### src/rtl/i2c_target_regs.sv
// I2C target with a 7-bit address match and an 8-bit register pointer driving an external register file.
// SDA is open-drain (released or pulled low only); SCL is observed only, never stretched.
module i2c_target_regs #(
  parameter logic [6:0] TARGET_ADDR = 7'h50,
  parameter int         FILTER_LEN  = 3,
  parameter int         HOLD_CYCLES = 4
) (
  input  logic       clk_i,
  input  logic       rst_i,
  input  logic       scl_i,
  input  logic       sda_i,
  output logic       sda_o,
  output logic       sda_t,
  output logic [7:0] reg_addr_o,
  output logic [7:0] reg_wdata_o,
  output logic       reg_we_o,
  output logic       reg_re_o,
  input  logic [7:0] reg_rdata_i,
  output logic       busy_o,
  output logic       sel_o
);

  localparam int HW = $clog2(HOLD_CYCLES + 1);
  localparam logic [HW-1:0] HOLD_INIT = HW'(HOLD_CYCLES);

  typedef enum logic [3:0] {
    IDLE, ADDR, ADDR_ACK, PTR, PTR_ACK, WDATA, WDATA_ACK, RDATA, RDATA_ACK, IGNORE
  } state_e;

  logic                  scl_s1_q, scl_s1_d, scl_s2_q, scl_s2_d;
  logic                  sda_s1_q, sda_s1_d, sda_s2_q, sda_s2_d;
  logic [FILTER_LEN-1:0] scl_hist_q, scl_hist_d, sda_hist_q, sda_hist_d;
  logic                  scl_f_q, scl_f_d, sda_f_q, sda_f_d;
  logic                  scl_p_q, scl_p_d, sda_p_q, sda_p_d;

  state_e                state_q, state_d;
  logic [3:0]            bit_cnt_q, bit_cnt_d;
  logic [7:0]            shift_q, shift_d;
  logic                  rw_q, rw_d;
  logic                  mack_q, mack_d;
  logic [HW-1:0]         hold_cnt_q, hold_cnt_d;
  logic                  sda_t_q, sda_t_d;
  logic [7:0]            reg_addr_q, reg_addr_d;
  logic [7:0]            reg_wdata_q, reg_wdata_d;
  logic                  we_q, we_d;
  logic                  re_q, re_d;
  logic                  rd_lat_q, rd_lat_d;
  logic                  busy_q, busy_d;
  logic                  sel_q, sel_d;

  logic                  scl_rise, scl_fall, sda_rise, sda_fall, start_cond, stop_cond;
  logic                  drive_val;
  logic [7:0]            rx_byte;

  // A new level is accepted only once FILTER_LEN consecutive synced samples agree.
  always_comb begin
    scl_s1_d   = scl_i;
    scl_s2_d   = scl_s1_q;
    sda_s1_d   = sda_i;
    sda_s2_d   = sda_s1_q;
    scl_hist_d = {scl_hist_q[FILTER_LEN-2:0], scl_s2_q};
    sda_hist_d = {sda_hist_q[FILTER_LEN-2:0], sda_s2_q};
    scl_f_d    = scl_f_q;
    sda_f_d    = sda_f_q;
    if (&scl_hist_q)       scl_f_d = 1'b1;
    else if (~|scl_hist_q) scl_f_d = 1'b0;
    if (&sda_hist_q)       sda_f_d = 1'b1;
    else if (~|sda_hist_q) sda_f_d = 1'b0;
    scl_p_d    = scl_f_q;
    sda_p_d    = sda_f_q;
  end

  assign scl_rise   = scl_f_q & ~scl_p_q;
  assign scl_fall   = ~scl_f_q & scl_p_q;
  assign sda_rise   = sda_f_q & ~sda_p_q;
  assign sda_fall   = ~sda_f_q & sda_p_q;
  assign start_cond = sda_fall & scl_f_q & scl_p_q;
  assign stop_cond  = sda_rise & scl_f_q & scl_p_q;
  assign rx_byte    = {shift_q[6:0], sda_f_q};

  always_comb begin
    drive_val = 1'b1;
    case (state_q)
      ADDR_ACK, PTR_ACK, WDATA_ACK: drive_val = 1'b0;
      RDATA:                        drive_val = shift_q[7];
      default:                      drive_val = 1'b1;
    endcase
  end

  // Bit-level FSM: rises sample/count bits, falls advance byte phases and arm the SDA hold timer.
  always_comb begin
    state_d     = state_q;
    bit_cnt_d   = bit_cnt_q;
    shift_d     = shift_q;
    rw_d        = rw_q;
    mack_d      = mack_q;
    hold_cnt_d  = hold_cnt_q;
    sda_t_d     = sda_t_q;
    reg_addr_d  = reg_addr_q;
    reg_wdata_d = reg_wdata_q;
    we_d        = 1'b0;
    re_d        = 1'b0;
    rd_lat_d    = re_q;
    busy_d      = busy_q;
    sel_d       = sel_q;

    if (rd_lat_q) shift_d = reg_rdata_i;

    if (hold_cnt_q != '0) begin
      hold_cnt_d = hold_cnt_q - HW'(1);
      if (hold_cnt_q == HW'(1)) sda_t_d = drive_val;
    end

    if (start_cond) begin
      state_d    = ADDR;
      bit_cnt_d  = 4'd0;
      busy_d     = 1'b1;
      sel_d      = 1'b0;
      sda_t_d    = 1'b1;
      hold_cnt_d = '0;
    end else if (stop_cond) begin
      state_d    = IDLE;
      bit_cnt_d  = 4'd0;
      busy_d     = 1'b0;
      sel_d      = 1'b0;
      sda_t_d    = 1'b1;
      hold_cnt_d = '0;
    end else if (scl_rise) begin
      case (state_q)
        ADDR, PTR, WDATA: begin
          shift_d   = rx_byte;
          bit_cnt_d = bit_cnt_q + 4'd1;
          if (bit_cnt_q == 4'd7) begin
            if (state_q == ADDR) begin
              if (rx_byte[7:1] == TARGET_ADDR) begin
                state_d = ADDR_ACK;
                sel_d   = 1'b1;
                rw_d    = rx_byte[0];
              end else begin
                state_d = IGNORE;
              end
            end else if (state_q == PTR) begin
              reg_addr_d = rx_byte;
              state_d    = PTR_ACK;
            end else begin
              reg_wdata_d = rx_byte;
              we_d        = 1'b1;
              state_d     = WDATA_ACK;
            end
          end
        end
        ADDR_ACK, PTR_ACK, WDATA_ACK, RDATA: bit_cnt_d = bit_cnt_q + 4'd1;
        RDATA_ACK: begin
          bit_cnt_d = bit_cnt_q + 4'd1;
          mack_d    = sda_f_q;
        end
        default: ;
      endcase
    end else if (scl_fall) begin
      hold_cnt_d = HOLD_INIT;
      case (state_q)
        ADDR_ACK: if (bit_cnt_q == 4'd9) begin
          bit_cnt_d = 4'd0;
          if (rw_q) begin
            re_d    = 1'b1;
            state_d = RDATA;
          end else begin
            state_d = PTR;
          end
        end
        PTR_ACK: if (bit_cnt_q == 4'd9) begin
          bit_cnt_d = 4'd0;
          state_d   = WDATA;
        end
        WDATA_ACK: if (bit_cnt_q == 4'd9) begin
          bit_cnt_d  = 4'd0;
          reg_addr_d = reg_addr_q + 8'd1;
          state_d    = WDATA;
        end
        RDATA: begin
          if (bit_cnt_q == 4'd8) state_d = RDATA_ACK;
          else                   shift_d = {shift_q[6:0], 1'b0};
        end
        RDATA_ACK: if (bit_cnt_q == 4'd9) begin
          bit_cnt_d = 4'd0;
          if (!mack_q) begin
            reg_addr_d = reg_addr_q + 8'd1;
            re_d       = 1'b1;
            state_d    = RDATA;
          end else begin
            state_d = IGNORE;
          end
        end
        default: ;
      endcase
    end
  end

  always_ff @(posedge clk_i) begin
    if (rst_i) begin
      scl_s1_q    <= 1'b1;
      scl_s2_q    <= 1'b1;
      sda_s1_q    <= 1'b1;
      sda_s2_q    <= 1'b1;
      scl_hist_q  <= '1;
      sda_hist_q  <= '1;
      scl_f_q     <= 1'b1;
      sda_f_q     <= 1'b1;
      scl_p_q     <= 1'b1;
      sda_p_q     <= 1'b1;
      state_q     <= IDLE;
      bit_cnt_q   <= 4'd0;
      shift_q     <= 8'd0;
      rw_q        <= 1'b0;
      mack_q      <= 1'b1;
      hold_cnt_q  <= '0;
      sda_t_q     <= 1'b1;
      reg_addr_q  <= 8'd0;
      reg_wdata_q <= 8'd0;
      we_q        <= 1'b0;
      re_q        <= 1'b0;
      rd_lat_q    <= 1'b0;
      busy_q      <= 1'b0;
      sel_q       <= 1'b0;
    end else begin
      scl_s1_q    <= scl_s1_d;
      scl_s2_q    <= scl_s2_d;
      sda_s1_q    <= sda_s1_d;
      sda_s2_q    <= sda_s2_d;
      scl_hist_q  <= scl_hist_d;
      sda_hist_q  <= sda_hist_d;
      scl_f_q     <= scl_f_d;
      sda_f_q     <= sda_f_d;
      scl_p_q     <= scl_p_d;
      sda_p_q     <= sda_p_d;
      state_q     <= state_d;
      bit_cnt_q   <= bit_cnt_d;
      shift_q     <= shift_d;
      rw_q        <= rw_d;
      mack_q      <= mack_d;
      hold_cnt_q  <= hold_cnt_d;
      sda_t_q     <= sda_t_d;
      reg_addr_q  <= reg_addr_d;
      reg_wdata_q <= reg_wdata_d;
      we_q        <= we_d;
      re_q        <= re_d;
      rd_lat_q    <= rd_lat_d;
      busy_q      <= busy_d;
      sel_q       <= sel_d;
    end
  end

  assign sda_o       = 1'b0;
  assign sda_t       = sda_t_q;
  assign reg_addr_o  = reg_addr_q;
  assign reg_wdata_o = reg_wdata_q;
  assign reg_we_o    = we_q;
  assign reg_re_o    = re_q;
  assign busy_o      = busy_q;
  assign sel_o       = sel_q;

endmodule

### config.mk
export PLATFORM = sky130hd
export DESIGN_NAME = i2c_target_regs
export DESIGN_NICKNAME = d
export VERILOG_FILES = /design/src/rtl/i2c_target_regs.sv
export SDC_FILE = /design/constraint.sdc
export NUM_CORES = 1
export LEC_CHECK = 0
export CORE_UTILIZATION = 55
export DETAILED_ROUTE_END_ITERATION = 8
export PLACE_DENSITY_LB_ADDON = 0.05
export SLEW_MARGIN = 20
export SYNTH_ARGS = -nofsm -noshare
export SYNTH_HDL_FRONTEND = slang
export SYNTH_SLANG_ARGS = --single-unit
### constraint.sdc
create_clock -name clk_i -period 4.8 [get_ports clk_i]
set_clock_uncertainty 0.05 [all_clocks]
set_input_delay 0.48 -clock clk_i [delete_from_list [all_inputs] [get_ports clk_i]]
set_output_delay 0.48 -clock clk_i [all_outputs]
set_load 0.01 [all_outputs]
# == Yosys cells after proc, flatten, opt, wreduce, memory -nomap -nowiden ==
# Index checks and enable logic that the tools add are counted.
# totals
output_inout_bits,22
wordCells,161
in_bits,12
regBits,57
# op_classes
n_reduce_logical,32
n_eq_ne,30
n_mux,51
addsub,3
n_bitwise,20
# ops
op,count
8-bit two-way mux,17
4-bit two-way mux,16
"4-bit by 3-bit == test with 1-bit output, second input constant",5
4-bit case mux with 4 select lines,1
8-bit case mux with 2 select lines,1
8-bit AND reduction,2
"3-bit inequality test, second input constant",5
"5-bit inequality test, second input constant",3
3-bit OR reduction,5
7-bit AND reduction,2
"4-bit == test, second input constant",3
3-bit two-way mux,4
1-bit inverter,12
11-bit AND reduction,1
1-bit two-way mux,9
"8-bit by 1-bit adder with 8-bit output, second input constant",1
1-bit bitwise AND,8
"4-bit by 2-bit == test with 1-bit output, second input constant",2
"4-bit by 1-bit inequality test with 1-bit output, second input constant",2
4-bit AND reduction,2
2-bit nonzero test,4
8-bit OR reduction,1
"7-bit == test, second input constant",1
7-bit nonzero test,1
20 further kinds,28

# == Depth between registers and ports, before layout ==
# Gate-level depths: netlist of run 1.
# depth
word_depth,8
ltp_mapped,9
mapped_depth_nobuf,7

# == Worst setup path before layout of run 1 ==
# OpenSTA, ideal clock, no wires.
# synth_timing
kind,flip-flop to flip-flop
startpoint,reg scl_f_q
endpoint,reg reg_addr_q[3] (netlist: reg_addr_o[3])
stages_incl_launch_ff,8
setup_slack_ps,2755
n_path_buf,3
t_arrival_ps,1860
period_less_slack_ps,2045
setup_time_ps,134
t_required_ps,4616
path_cell_list,dfxtp_1 > ha_1 > clkbuf_1 > buf_1 > buf_1 > nor2_1 > o311ai_0 > o31ai_1
# synth_between
elab_chain_len,4
word_cells_on_any_way,20
cone_classes,7 x eq/ne; 1 x mux; 9 x bitwise; 3 x reduce/logical
# synth_lines
element,line,source
from (decl),33,"logic scl_f_q, scl_f_d, sda_f_q, sda_f_d;"
from (signal assigned),232,scl_f_q <= scl_f_d;
1-bit bitwise AND (tied with other cells),78,assign stop_cond = sda_rise & scl_f_q & scl_p_q;
"1-bit bitwise AND, on equally long branches","78, 74, 77",
1-bit inverter (no line) / 2-bit nonzero test (equally long branches),--,
11-bit AND reduction (no line),--,
to (signal assigned),243,reg_addr_q <= reg_addr_d;
to (decl),43,"logic [7:0] reg_addr_q, reg_addr_d;"
# Several ways; a longest one is shown, not always the timed one.
# A chain may end at the register's enable or synchronous reset.

# == Worst setup path after layout of run 1 ==
# layout_timing
startpoint,reg scl_f_q
endpoint,reg reg_addr_q[4] (netlist: reg_addr_o[4])
# Same word-level chain as after synthesis.

==> impl_metrics.env, run 1 <==
export IMPL_synth_seq_area_share=0.394
export IMPL_initial_antenna_violation_count=0
export IMPL_dr_pass1_iters=5
export IMPL_ios=34
export IMPL_grt_overflow=0
export IMPL_postLayoutCoreUtil=0.675
export IMPL_postRouteAntennaNets=0
export IMPL_holdPathStages=1
export IMPL_synth_largest_area_cell="sky130_fd_sc_hd__dfxtp_1"
export IMPL_powerDensity_nw_per_um2=297
export IMPL_core_rowCount=26
export IMPL_timing_reg2reg_setup_slack_ns=2.18
export IMPL_fillerInstances=455
export IMPL_power_ir_vdd_worst_v=0.000221
export IMPL_timing_slew_headroom=0.496
export IMPL_whs_ns=0.360
export IMPL_reg2reg_to="reg_addr_o[4]$_SDFFE_PP0P_"
export IMPL_overall_power_after_layout_mw=1.02
export IMPL_avgViaCountPerCell=5.68
export IMPL_diodes=0
export IMPL_tritoncts="built"
export IMPL_worstMarginPinSlew_ns=0.745
export IMPL_vias_in_the_first_global_route=2228
export IMPL_reg2regPathDepth=7
export IMPL_die_height_um=74.5
export IMPL_final_cell_count_no_fill=433
export IMPL_first_iter_violations=304
export IMPL_vias=2461
export IMPL_post_place_cells=417
export IMPL_worst_skew_pair_late_latency_ns=0.34
export IMPL_ys_top_cells_by_count="57 x sky130_fd_sc_hd__dfxtp_1, 48 x sky130_fd_sc_hd__nor2_1, 17 x sky130_fd_sc_hd__mux2i_1"
export IMPL_io_buffers=32
export IMPL_worst_setup_path_start_kind="flop"
export IMPL_wire_length_of_the_first_global_routing_pass_um=10400
export IMPL_remaining_drc_errors=0
export IMPL_syn_to_final_growth_pct=18.3
export IMPL_cts_root_buf="sky130_fd_sc_hd__clkbuf_8"
export IMPL_switching_share=0.242
export IMPL_synth_warning_count=0
export IMPL_final_net_count=381
export IMPL_run_status="complete, no violations"
export IMPL_holdCritPathClass="reg -> reg"
export IMPL_hold_start="scl_s2_q$_SDFF_PP1_"
export IMPL_power_report_internal_total_mw=0.771
export IMPL_x_dimension_of_the_die_um=74.5
export IMPL_pwr_share_comb=0.078
export IMPL_starting_utilization_of_the_core_area=0.570
export IMPL_synthesis_instances=333
export IMPL_fp_dieArea_um2=5560
export IMPL_syn_num_nets=356
export IMPL_totalWireLength_um=6390
export IMPL_synth_seq_cells=57
export IMPL_startpoint_of_the_worst_slack_reg_to_reg_timing_path="scl_f_q$_SDFFE_PP1N_"
export IMPL_switching_power_mw=0.246
export IMPL_seqPwrFrac=0.483
export IMPL_maximum_capacitance_violations=0
export IMPL_asyncSetResetFlopFracSynth=0
export IMPL_syn_area_per_cell_um2=8.69
export IMPL_final_max_slew_violation_count=0
export IMPL_setup_total_negative_slack_ns=0
export IMPL_cp_cell_sequence="ha_1 > buf_4 > inv_1 > a21oi_1 > nand2_1 > or2_2 > o31ai_1"
export IMPL_place_detailed_hpwl_um=4310
export IMPL_cp_startpoint="scl_f_q$_SDFFE_PP1N_"
export IMPL_yosys_area_top_type_share=0.394
export IMPL_fraction_of_final_layout_cells_with_drive_strength_greater_than_1=0.113
export IMPL_critical_path_arrival_ns=2.81
export IMPL_grt_start_max_net_pins=39
export IMPL_timing_final_crit_share=0.545
export IMPL_holdBufCountCts=0
export IMPL_final_setup_viol_count=0
export IMPL_cts_repair_timing_setup_buffer_count=0
export IMPL_floorplan_core_area_um2=5070
export IMPL_aggregate_global_route_resource_usage=0.249
export IMPL_relative_contribution_of_the_clock_network_to_total_power=0.439
export IMPL_synth_top_flop_cell="sky130_fd_sc_hd__dfxtp_1"
export IMPL_leakage_nw=1.23
export IMPL_cts_path_max_buffers=2
export IMPL_cts_repair_resize_count=0
export IMPL_detail_route_wl_per_cell_um=14.8
export IMPL_clkSinkCount=57
export IMPL_tritoncts_num_buffers=9
export IMPL_max_freq_mhz=382
export IMPL_critPathCaptureType="flop"
export IMPL_post_synth_top_count_cell="sky130_fd_sc_hd__dfxtp_1"
export IMPL_critPathMaxFanout=38
export IMPL_timing_final_crit_period_ns=2.62
export IMPL_setup_repair_after_global_routing_missed_its_margin="false"
export IMPL_timing_setup_critical_path_class="reg -> reg"
export IMPL_path_clk_slew_ns=0.07
export IMPL_slowest_stage_delay_on_critical_path_ns=0.43
export IMPL_summed_instance_area_of_the_synthesized_netlist_um2=2890
export IMPL_timing_critical_path_required_ns=5.00
export IMPL_critical_path_slowest_cell="sky130_fd_sc_hd__dfxtp_1"
export IMPL_gp_congestion=0.911
export IMPL_yosys_cell_types_count=53
export IMPL_timing_hold_violations_final=0
export IMPL_seq_area_um2=1140
export IMPL_synth_enable_flop_cells=0
export IMPL_multi_input_area_um2=1610
export IMPL_ys_top_cells_by_area="sky130_fd_sc_hd__dfxtp_1 39%, sky130_fd_sc_hd__nor2_1 6.2%, sky130_fd_sc_hd__mux2i_1 5.9%"
export IMPL_hold_path_end="scl_hist_q[0]$_SDFF_PP1_"
export IMPL_cts_max_level=3
[worst max-delay path: cells and delay by family, from the launching register on]
family,cells,cell delay [ns]
AO/OA/AOI/OAI,2,0.62
buffers and inverters,2,0.53
adder cells (fa/ha/maj),1,0.18
AND/OR/NAND/NOR,2,0.68
flip-flops,1,0.43
[final cells by class]
| type | count | share of cell area |
|---|---|---|
| Clock buffer | 10 | 0.0402 |
| Clock inverter | 6 | 0.0168 |
| Inverter | 15 | 0.0164 |
| Multi-Input combinational cell | 241 | 0.470 |
| Sequential cell | 57 | 0.333 |
| Tap cell | 70 | 0.0256 |
| Timing Repair Buffer | 34 | 0.0980 |
[power groups by stage]
stage | Combinational, mW | Clock (mW) | Sequential, mW
global route | 0.0953 | 0.474 | 0.493
CTS | 0.0808 | 0.450 | 0.491
global placement | 0.0783 | 0 | 0.502
detailed placement | 0.0802 | 0 | 0.502
floorplan | 0.0609 | 0 | 0.501
finish | 0.0795 | 0.446 | 0.491
[registers in the layout (all words and copies together), names as in the netlist, 3 cells and up]
signal and count:
reg_wdata_o 8, scl_hist_q 3, sda_hist_q 3, bit_cnt_q 4, reg_addr_o 8, shift_q 8, hold_cnt_q 3, state_q 4
[cells in the final DEF (no fill, tap or decap), types with 3 or more instances in the layout]
cell                               n
sky130_fd_sc_hd__clkinv_2          4
sky130_fd_sc_hd__o311ai_0          7
sky130_fd_sc_hd__a211oi_1          5
sky130_fd_sc_hd__ha_1             11
sky130_fd_sc_hd__dfxtp_1          57
sky130_fd_sc_hd__xor2_1            3
sky130_fd_sc_hd__o21ai_0           9
sky130_fd_sc_hd__and3_1            6
sky130_fd_sc_hd__o221ai_1          3
sky130_fd_sc_hd__a31oi_1           3
sky130_fd_sc_hd__clkdlybuf4s50_1  32
sky130_fd_sc_hd__nor3b_1           4
sky130_fd_sc_hd__nor2_1           48
sky130_fd_sc_hd__a22oi_1           4
sky130_fd_sc_hd__mux2_2            7
sky130_fd_sc_hd__a211o_1           3
sky130_fd_sc_hd__inv_1            15
sky130_fd_sc_hd__nand3_1          10
sky130_fd_sc_hd__mux2i_1          17
sky130_fd_sc_hd__nand3b_1          5
sky130_fd_sc_hd__clkbuf_8         10
sky130_fd_sc_hd__nor3_1            6
sky130_fd_sc_hd__a21oi_1          16
sky130_fd_sc_hd__or2_2            11
sky130_fd_sc_hd__o31ai_1           8
sky130_fd_sc_hd__nand2_1          14
sky130_fd_sc_hd__nand4_1           3
sky130_fd_sc_hd__nor2b_1           5
[worst max path at each step]
stage / endpoint / slack (ns)
floorplan: reg_addr_o[3]$_SDFFE_PP0P_ / 2.76
global placement: reg_addr_o[1]$_SDFFE_PP0P_ / 2.36
detailed placement: reg_addr_o[4]$_SDFFE_PP0P_ / 2.25
CTS: reg_addr_o[1]$_SDFFE_PP0P_ / 2.21
global route: reg_addr_o[1]$_SDFFE_PP0P_ / 1.87
finish: reg_addr_o[4]$_SDFFE_PP0P_ / 2.18
[through the flow]
stage          area, um2  setup slack (ns)
6_report            3420              2.18
5_1_grt             3420              1.87
4_1_cts             3420              2.21
3_5_place_dp        3230              2.25
3_3_place_gp        3230              2.36
2_1_floorplan       2890              2.76
[per-layer routing]
layer  global-route usage  vias up  wire (um)
met2                0.379       59       2940
met1                0.324     1142       2970
met4                0.109        0        132
met3               0.0772       13        346
li1                     -     1247          -
met5                    0        -          0
[kinds of logic (layout without fill, tap and decap cells)]
| kind of cell | count (synthesis) | after routing | share of synthesized area |
|---|---|---|---|
| DFF | 57 | 57 | 0.394 |
| and+or+nand+nor | 130 | 130 | 0.237 |
| other | 1 | 1 | 0.00130 |
| adders and majority gates | 11 | 11 | 0.0476 |
| xor gates and xnor gates | 5 | 5 | 0.0151 |
| muxes | 24 | 24 | 0.0860 |
| buffers and inverters | 35 | 65 | 0.0502 |
| AOI/OAI and AO/OA | 70 | 70 | 0.169 |
Power figures use the tool's default switching activity.
==> inputs of run 2 (changes only) <==
CORE_UTILIZATION = 50   (was 55)
clock period = 2.2 ns   (was 4.8 ns; I/O delays follow)
==> run 2 against run 1 <==
Cell count rose by 4.6%. Wire length rose by 6.4%. Global-route usage fell by 0.90 points. Critical path type unchanged. Largest power group unchanged.
==> impl_metrics.env, run 2 (synthesized netlist as in run 1, its figures left out) <==
export IMPL_critical_path_slowest_cell="sky130_fd_sc_hd__or4b_4"
export IMPL_post_place_cells=438
export IMPL_totalWireLength_um=6800
export IMPL_gp_congestion=0.922
export IMPL_postRouteAntennaNets=0
export IMPL_cts_path_max_buffers=2
export IMPL_startpoint_of_the_worst_slack_reg_to_reg_timing_path="state_q[2]$_SDFFE_PP0P_"
export IMPL_starting_utilization_of_the_core_area=0.522
export IMPL_final_common_cell="sky130_fd_sc_hd__dfxtp_1"
export IMPL_seqPwrFrac=0.466
export IMPL_place_detailed_hpwl_um=4790
export IMPL_final_setup_viol_count=0
export IMPL_postLayoutCoreUtil=0.654
export IMPL_fp_dieArea_um2=6100
export IMPL_setup_total_negative_slack_ns=0
export IMPL_remaining_drc_errors=0
export IMPL_syn_to_final_growth_pct=25.1
export IMPL_cts_max_level=3
export IMPL_relative_contribution_of_the_clock_network_to_total_power=0.457
export IMPL_final_net_count=400
export IMPL_worstMarginPinSlew_ns=0.494
export IMPL_setup_repair_after_global_routing_missed_its_margin="false"
export IMPL_maximum_capacitance_violations=0
export IMPL_dpl_cell_area_um2=3390
export IMPL_aggregate_global_route_resource_usage=0.240
export IMPL_timing_final_crit_share=0.941
export IMPL_dr_pass1_iters=4
export IMPL_powerDensity_nw_per_um2=636
export IMPL_power_ir_vdd_worst_v=0.000376
export IMPL_die_height_um=78.1
export IMPL_cts_repair_timing_setup_buffer_count=0
export IMPL_leakage_nw=1.34
export IMPL_grt_overflow=0
export IMPL_clkSinkCount=57
export IMPL_io_buffers=32
export IMPL_avgViaCountPerCell=5.65
export IMPL_timing_critical_path_required_ns=2.34
export IMPL_whs_ns=0.358
export IMPL_most_frequent_cells_in_the_layout="56 x sky130_fd_sc_hd__dfxtp_1, 48 x sky130_fd_sc_hd__nor2_1, 32 x sky130_fd_sc_hd__clkdlybuf4s50_1, 20 x sky130_fd_sc_hd__buf_4, 17 x sky130_fd_sc_hd__mux2i_1"
export IMPL_holdCritPathClass="reg -> reg"
export IMPL_first_iter_violations=195
export IMPL_max_freq_mhz=483
export IMPL_switching_share=0.227
export IMPL_power_report_internal_total_mw=1.78
export IMPL_cp_startpoint="state_q[2]$_SDFFE_PP0P_"
export IMPL_timing_final_crit_period_ns=2.07
export IMPL_diodes=0
export IMPL_holdBufCountCts=0
export IMPL_final_setup_worst_slack_ns=0.130
export IMPL_hold_start="scl_s2_q$_SDFF_PP1_"
export IMPL_grt_start_max_net_pins=38
export IMPL_cp_cell_sequence="or4b_4 > a211oi_2 > a21oi_2 > a2111oi_0 > a211oi_1"
export IMPL_final_cell_count_no_fill=453
export IMPL_critical_path_arrival_ns=2.21
export IMPL_worst_setup_path_start_kind="flop"
export IMPL_wire_length_of_the_first_global_routing_pass_um=11300
export IMPL_fillerInstances=506
export IMPL_initial_antenna_violation_count=0
export IMPL_vias=2559
export IMPL_timing_critical_path_buf_inv=0
export IMPL_overall_power_after_layout_mw=2.30
export IMPL_path_clk_slew_ns=0.07
export IMPL_timing_setup_critical_path_class="reg -> reg"
export IMPL_timing_slew_headroom=0.662
export IMPL_x_dimension_of_the_die_um=78.1
export IMPL_tritoncts_num_buffers=9
export IMPL_critPathMaxFanout=11
export IMPL_floorplan_core_area_um2=5540
export IMPL_vias_in_the_first_global_route=2346
export IMPL_final_max_slew_violation_count=0
export IMPL_post_route_cell_area_um2=3620
export IMPL_pwr_share_comb=0.078
export IMPL_critPathCaptureType="flop"
export IMPL_timing_hold_violations_final=0
export IMPL_worst_skew_pair_late_latency_ns=0.33
export IMPL_core_rowCount=27
export IMPL_ios=34
export IMPL_run_status="complete, no violations"
export IMPL_switching_power_mw=0.522
export IMPL_tritoncts="built"
export IMPL_detail_route_wl_per_cell_um=15.0
export IMPL_dp_slack_ns=0.105
export IMPL_fraction_of_final_layout_cells_with_drive_strength_greater_than_1=0.168
export IMPL_cpLargestDelayFamily="compound AO/OA/AOI/OAI gates"
export IMPL_slowest_stage_delay_on_critical_path_ns=0.51
export IMPL_cts_root_buf="sky130_fd_sc_hd__clkbuf_8"
[run 2: worst register-to-register path, stage by stage (launching register included)]
cell and delay, ns:
sky130_fd_sc_hd__dfxtp_1 0.36, sky130_fd_sc_hd__or4b_4 0.51, sky130_fd_sc_hd__a211oi_2 0.26, sky130_fd_sc_hd__a21oi_2 0.13, sky130_fd_sc_hd__a2111oi_0 0.52, sky130_fd_sc_hd__a211oi_1 0.10
[run 2: power by group through the flow]
stage,clock [mW],combinational [mW],sequential [mW]
CTS,1.07,0.181,1.07
global route,1.11,0.211,1.08
global placement,0,0.177,1.09
floorplan,0,0.133,1.09
finish,1.05,0.179,1.07
detailed placement,0,0.181,1.10
[run 2: final timing paths]
kind	to	slack, ns	cells past startpoint
worst max-delay path	reg_addr_o[1]$_SDFFE_PP0P_	0.13	5
worst min-delay path	scl_hist_q[0]$_SDFF_PP1_	0.36	1
worst max register to register	reg_addr_o[1]$_SDFFE_PP0P_	0.13	5
worst min register to register	scl_hist_q[0]$_SDFF_PP1_	0.36	1
[run 2: final cells by class]
type	instances	area, um2	share of cell area
timing repair buffer	53	490	0.135
clock inverter	2	35.0	0.00968
tap	72	90.1	0.0249
inverter	15	56.3	0.0155
multi-input combinational	241	1630	0.450
clock buffer	13	179	0.0494
sequential	57	1140	0.315
[run 2: layer usage]
metal / share of wire / GRT usage / vias to the layer above / wire (um)
met3: 0.056 / 0.0709 / 16 / 383
met5: 0 / 0 / - / 0
met1: 0.47 / 0.306 / 1178 / 3170
met2: 0.45 / 0.366 / 82 / 3050
li1: - / - / 1283 / -
met4: 0.029 / 0.126 / 0 / 197
[run 2: timing repair]
item,in CTS,in global routing
endpoints found under the setup margin,0,8
gates resized for setup,0,6
endpoints found under the hold margin,0,0
==> inputs of run 3 (changes only) <==
ABC_CLOCK_PERIOD_IN_PS = 2200   (was unset)
==> results of run 3 <==
The final DEF is identical to that of run 2; final timing and power are the same.
